### config.mk
export PLATFORM = sky130hd
export DESIGN_NAME = serial_reg_loader
export DESIGN_NICKNAME = d
export VERILOG_FILES = /design/src/rtl/serial_reg_loader_pkg.sv /design/src/rtl/sync_2ff.sv /design/src/rtl/serial_reg_loader.sv
export SDC_FILE = /design/constraint.sdc
export NUM_CORES = 1
export LEC_CHECK = 0
export CAP_MARGIN = 5
export CORE_MARGIN = 4
export CORE_UTILIZATION = 49
export CTS_CLUSTER_DIAMETER = 100
export DETAILED_ROUTE_END_ITERATION = 8
export GPL_TIMING_DRIVEN = 0
export PLACE_DENSITY = 0.82
export SLEW_MARGIN = 40
export SYNTH_ARGS = -nofsm -noshare
export SYNTH_HDL_FRONTEND = slang
export SYNTH_SLANG_ARGS = --single-unit
### constraint.sdc
create_clock -name clk -period 1.8 [get_ports clk]
set_input_delay 0.18 -clock clk [delete_from_list [all_inputs] [get_ports clk]]
set_output_delay 0.18 -clock clk [all_outputs]
set_load 0.02 [all_outputs]
### src/rtl/serial_reg_loader_pkg.sv
// Shared definitions for the serial register loader: FSM encoding and default sizing.
package serial_reg_loader_pkg;

    // Receiver FSM states; the encoding is fixed so that state values in
    // waveforms match the documented numbering.
    typedef enum logic [2:0] {
        S_IDLE      = 3'd0,
        S_START     = 3'd1,
        S_DATA      = 3'd2,
        S_STOP      = 3'd3,
        S_WAIT_IDLE = 3'd4
    } state_t;

    localparam int DEFAULT_CLKS_PER_BIT = 16;
    localparam int DEFAULT_WIDTH        = 8;

endpackage : serial_reg_loader_pkg

### src/rtl/sync_2ff.sv
// Two-flop synchronizer for a single asynchronous input; reset value is a parameter
// so idle-high lines (such as a UART rx) come out of reset in their idle state.
module sync_2ff #(
    parameter logic RESET_VAL = 1'b1
) (
    input  logic clk,
    input  logic reset,
    input  logic i_d,
    output logic o_q
);

    logic r_meta;
    logic r_sync;

    // Two back-to-back flops give the first one a full cycle to resolve metastability.
    always_ff @(posedge clk or posedge reset) begin
        if (reset) begin
            r_meta <= RESET_VAL;
            r_sync <= RESET_VAL;
        end else begin
            // NOTE: non-blocking assignments, so r_sync takes r_meta's pre-edge value;
            // blocking ones would collapse the chain into a single flop.
            r_meta <= i_d;
            r_sync <= r_meta;
        end
    end

    assign o_q = r_sync;

endmodule : sync_2ff

### src/rtl/serial_reg_loader.sv
// Serial-to-parallel writer: receives start/data/stop frames on rx and issues a
// single-cycle write strobe with the assembled byte, or a frame-error pulse.
module serial_reg_loader
    import serial_reg_loader_pkg::*;
#(
    parameter int CLKS_PER_BIT = DEFAULT_CLKS_PER_BIT,
    parameter int WIDTH        = DEFAULT_WIDTH
) (
    input  logic             clk,
    input  logic             reset,
    input  logic             rx,
    output logic             wr_en,
    output logic [WIDTH-1:0] wr_data,
    output logic             busy,
    output logic             frame_err
);

    localparam int TIMER_W = $clog2(CLKS_PER_BIT);
    localparam int INDEX_W = $clog2(WIDTH + 1);

    localparam logic [TIMER_W-1:0] HALF_LAST = TIMER_W'(CLKS_PER_BIT / 2 - 1);
    localparam logic [TIMER_W-1:0] BIT_LAST  = TIMER_W'(CLKS_PER_BIT - 1);
    localparam logic [INDEX_W-1:0] IDX_LAST  = INDEX_W'(WIDTH - 1);

    logic               w_rx_s;

    state_t             r_state,     w_state_next;
    logic [TIMER_W-1:0] r_timer,     w_timer_next;
    logic [INDEX_W-1:0] r_index,     w_index_next;
    logic [WIDTH-1:0]   r_shift,     w_shift_next;
    logic               r_wr_en,     w_wr_en_next;
    logic [WIDTH-1:0]   r_wr_data,   w_wr_data_next;
    logic               r_frame_err, w_frame_err_next;

    sync_2ff #(
        .RESET_VAL (1'b1)
    ) u_rx_sync (
        .clk   (clk),
        .reset (reset),
        .i_d   (rx),
        .o_q   (w_rx_s)
    );

    // Next-state, bit-timer, shift register and strobe decode for the frame receiver.
    always_comb begin
        // NOTE: every signal gets a default first so no branch leaves one unassigned
        // and infers a latch.
        w_state_next     = r_state;
        w_timer_next     = r_timer + TIMER_W'(1);
        w_index_next     = r_index;
        w_shift_next     = r_shift;
        w_wr_en_next     = 1'b0;
        w_wr_data_next   = r_wr_data;
        w_frame_err_next = 1'b0;

        case (r_state)
            S_IDLE: begin
                w_timer_next = '0;
                if (!w_rx_s) begin
                    w_state_next = S_START;
                end
            end

            S_START: begin
                // Mid-bit check rejects glitches shorter than half a bit.
                if (r_timer == HALF_LAST) begin
                    w_timer_next = '0;
                    w_index_next = '0;
                    w_state_next = w_rx_s ? S_IDLE : S_DATA;
                end
            end

            S_DATA: begin
                if (r_timer == BIT_LAST) begin
                    w_timer_next = '0;
                    // Shifting in from the top lands the first (LSB) sample in bit 0
                    // after WIDTH samples.
                    w_shift_next = {w_rx_s, r_shift[WIDTH-1:1]};
                    if (r_index == IDX_LAST) begin
                        w_state_next = S_STOP;
                    end else begin
                        w_index_next = r_index + INDEX_W'(1);
                    end
                end
            end

            S_STOP: begin
                if (r_timer == BIT_LAST) begin
                    w_timer_next = '0;
                    if (w_rx_s) begin
                        w_wr_en_next   = 1'b1;
                        w_wr_data_next = r_shift;
                        w_state_next   = S_IDLE;
                    end else begin
                        w_frame_err_next = 1'b1;
                        w_state_next     = S_WAIT_IDLE;
                    end
                end
            end

            S_WAIT_IDLE: begin
                // A held-low line (break) must return high before a new start is looked for.
                w_timer_next = '0;
                if (w_rx_s) begin
                    w_state_next = S_IDLE;
                end
            end

            default: begin
                w_timer_next = '0;
                w_state_next = S_IDLE;
            end
        endcase
    end

    // State and datapath registers; reset aborts any frame in progress.
    always_ff @(posedge clk or posedge reset) begin
        if (reset) begin
            r_state     <= S_IDLE;
            r_timer     <= '0;
            r_index     <= '0;
            // NOTE: the shift register is plain flops, not a RAM, so resetting it
            // costs nothing and keeps its contents defined from the first cycle.
            r_shift     <= '0;
            r_wr_en     <= 1'b0;
            r_wr_data   <= '0;
            r_frame_err <= 1'b0;
        end else begin
            r_state     <= w_state_next;
            r_timer     <= w_timer_next;
            r_index     <= w_index_next;
            r_shift     <= w_shift_next;
            r_wr_en     <= w_wr_en_next;
            r_wr_data   <= w_wr_data_next;
            r_frame_err <= w_frame_err_next;
        end
    end

    assign wr_en     = r_wr_en;
    assign wr_data   = r_wr_data;
    assign frame_err = r_frame_err;
    assign busy      = (r_state != S_IDLE);

endmodule : serial_reg_loader

==> summary.md <==
| Metric | Value |
|---|---|
| Status | `finished clean` |
| Hold Path Class | `in -> async` |
| Via density | `5.65` |
| Routed wire per std cell | `15.0 um` |
| Dpl hpwl | `1610 um` |
| Startpoint Class | `register` |
| First-pass GRT wire length | `4240 um` |
| Root Buffer | `clkbuf_4` |
| Final period demand of the worst path | `1.80 ns` |
| Critical Path RT | `2.05 ns` |
| Hold slack | `0.224 ns` |
| Max Cap Viol | `0` |
| Type of the worst setup path | `reg -> reg` |
| Synth warn | `0` |
| Share of cells above drive strength 1 | `0.358` |
| Inserted Clock Buffers | `5` |
| Static Leakage | `0.774 nW` |
| Max-slew violations | `0` |
| Port buffer count | `13` |
| Total number of vias | `926` |
| Endpoint class of the critical path | `register` |
| P_int | `1.28 mW` |
| GRT Resource Usage Total | `0.161` |
| Site Rows | `18` |
| Later-pin clock latency in the skew report | `0.34 ns` |
| Antenna violations before repair | `0` |
| CTS tree | `yes` |
| Crit-path max FO | `3` |
| CTS H-tree lvls | `2` |
| Clk slew on worst S/H paths | `0.11 ns` |
| RSZ-0062 raised after global routing | `yes` |
| Vias in the first global route | `929` |
| Sw power | `603 uW` |
| Final setup violation count | `0` |
| Combinational share of power | `0.284` |
| FILL cells | `192` |
| Clock power frac | `0.248` |
| Count of cell types in the netlist | `38` |
| DRC Markers | `0` |
| Pwr Density | `1140 nW/um^2` |
| Initial Util | `0.531` |
| Final worst slack | `0.000894 ns` |
| Area growth from synthesis to layout | `21.6%` |
| Number of clock sinks | `31` |
| RD Place Congestion | `0.816` |
| Die H | `60.7 um` |
| Post-synthesis net count | `115` |
| Slew @ Worst Pin | `0.609 ns` |
| DRT iter0 DRCs | `48` |
| Antenna viol nets, final | `0` |
| Top Ports | `14` |
| Diode count | `0` |
| Syn Std Cell Area | `1360 sq um` |
| Util after Layout | `0.645` |
| DRT Wirelength | `2470 um` |
| Cells after Synth | `110` |
| Worst Clk Skew | `0.0205 ns` |
| Worst rel slew slack | `0.594` |
| Arrival time worst endpoint | `2.05 ns` |
| TritonRoute pass-1 iters | `4` |
| Synth Flop Type | `dfrtp_1` |
| Die X | `60.7 um` |
| Proportion of power drawn by flip-flops and latches | `0.469` |
| Global route overflow | `0` |
| #FFs+latches synth | `31` |
| Seq/Total Area, Yosys | `0.571` |
| Die footprint | `3690 sq um` |
| Syn avg cell area | `12.4 sq um` |
| Finished Layout Cells | `164` |
| Fin. Hold Viols | `0` |
| Max Fclk | `556 MHz` |
| Pre-CTS setup slack | `-0.158 ns` |
| Fin crit share | `1.00` |
| Switching Share | `0.320` |
| Longest Clk Path Bufs | `2` |
| Placed Instances | `153` |
| Cts hold-fix bufs | `0` |
| EDFF count, synth | `0` |
| Async SR Flop Fraction | `1.00` |
| Total power | `1.88 mW` |
| Largest net degree at the start of global routing | `32` |
| Peak VDD IR | `0.683 mV` |
| Nets | `138` |
| Core Area | `2570 sq um` |
sequential cells by signal (all words and copies together) (netlist names):
signal	count
r_timer	4
r_shift	8
u_rx_sync.r_meta	1
u_rx_sync.o_q	1
r_state	3
r_index	4
wr_en	1
frame_err	1
wr_data	8
worst max-delay path, stage by stage (launching register included):
cell	delay, ns
dfrtp_1	0.43
ha_1	0.23
and3b_2	0.22
o32a_2	0.35
nor3_2	0.24
mux2i_1	0.23
kinds of logic after synthesis:
family,after synthesis,synth area share
muxes,18,0.147
and+or+nand+nor,34,0.150
buffers and inverters,9,0.0340
xor gates and xnor gates,1,0.00643
DFF,31,0.571
adders and majority gates,2,0.0184
AOI/OAI and AO/OA,15,0.0735
cell type report:
cell class	count	area (sq um)	share of cell area
Sequential cell	31	779	0.471
Timing Repair Buffer	17	159	0.0959
Tap cell	30	37.5	0.0227
Inverter	5	18.8	0.0113
Buffer	3	17.5	0.0106
Clock buffer	8	68.8	0.0415
Multi-Input combinational cell	70	576	0.347
through the flow:
stage	TNS, ns	area [sq um]
after floorplan	0	1370
after global placement	-0.120	1530
after detailed placement	-0.471	1530
after CTS	0	1660
after global routing	-0.266	1660
final	0	1660
Yosys cell counts, types with 2 or more instances:
cell type	count	share of area
nand2_1	3	0.0083
mux2i_1	2	0.015
nor3b_1	3	0.017
nor3_1	3	0.011
dfrtp_1	29	0.53
ha_1	2	0.018
mux2_2	16	0.13
a21oi_1	3	0.011
nand2b_1	2	0.0092
nor2_1	6	0.017
dfstp_2	2	0.039
inv_1	5	0.014
o21ai_0	5	0.018
nand3_1	4	0.015
and3_2	2	0.011
what timing repair did:
item	4_1_cts	5_1_grt
resized for setup	9	1
pin swaps	2	0
endpoints found under the setup margin	14	11
gates cloned	0	0
buffers inserted	4	0
path summary, 6_finish.rpt:
| path | startpoint | endpoint | slack, ns | depth (start not counted) |
|---|---|---|---|---|
| setup / recovery | r_index[0] | r_index[1] | 0.0009 | 5 |
| hold / removal | reset | r_timer[0] | 0.22 | 2 |
| setup reg to reg | r_index[0] | r_index[1] | 0.0009 | 5 |
| hold reg to reg | u_rx_sync.r_meta | u_rx_sync.o_q | 0.36 | 0 |
| max in group asynchronous | reset | r_timer[3] | 1.15 | 2 |
| min in group clk | rx | u_rx_sync.r_meta | 0.26 | 1 |
layer usage:
| layer | share of wire | vias up | global-route usage |
|---|---|---|---|
| met5 | 0 | - | 0 |
| met4 | 0.020 | 0 | 0.0774 |
| met3 | 0.046 | 6 | 0.0660 |
| met2 | 0.47 | 16 | 0.250 |
| met1 | 0.46 | 465 | 0.196 |
| li1 | - | 439 | - |
power by group through the flow:
stage / registers (mW) / clock network, mW / logic (mW)
2_1_floorplan: 0.863 / 0 / 0.362
3_3_place_gp: 0.877 / 0 / 0.433
3_5_place_dp: 0.881 / 0 / 0.451
4_1_cts: 0.880 / 0.477 / 0.526
5_1_grt: 0.899 / 0.507 / 0.591
6_report: 0.882 / 0.466 / 0.534
cells in the final DEF, fill, tap and decap left out, types with 2 or more instances in the layout:
cell type | synthesis | layout
nor3b_1 | 3 | 3
nor2_1 | 6 | 6
mux2i_1 | 2 | 2
buf_4 | 1 | 5
nand2_4 | 1 | 2
clkbuf_4 | 0 | 5
inv_1 | 5 | 4
and3_2 | 2 | 2
dfstp_2 | 2 | 2
mux2_2 | 16 | 16
clkdlybuf4s50_1 | 0 | 12
clkbuf_8 | 0 | 2
dfrtp_1 | 29 | 28
o21ai_0 | 5 | 5
nor3_1 | 3 | 2
a21oi_1 | 3 | 3
nand3_1 | 4 | 4
nand2b_1 | 2 | 2
nand2_1 | 3 | 2
Note: power is estimated with default switching activity, not from simulation.
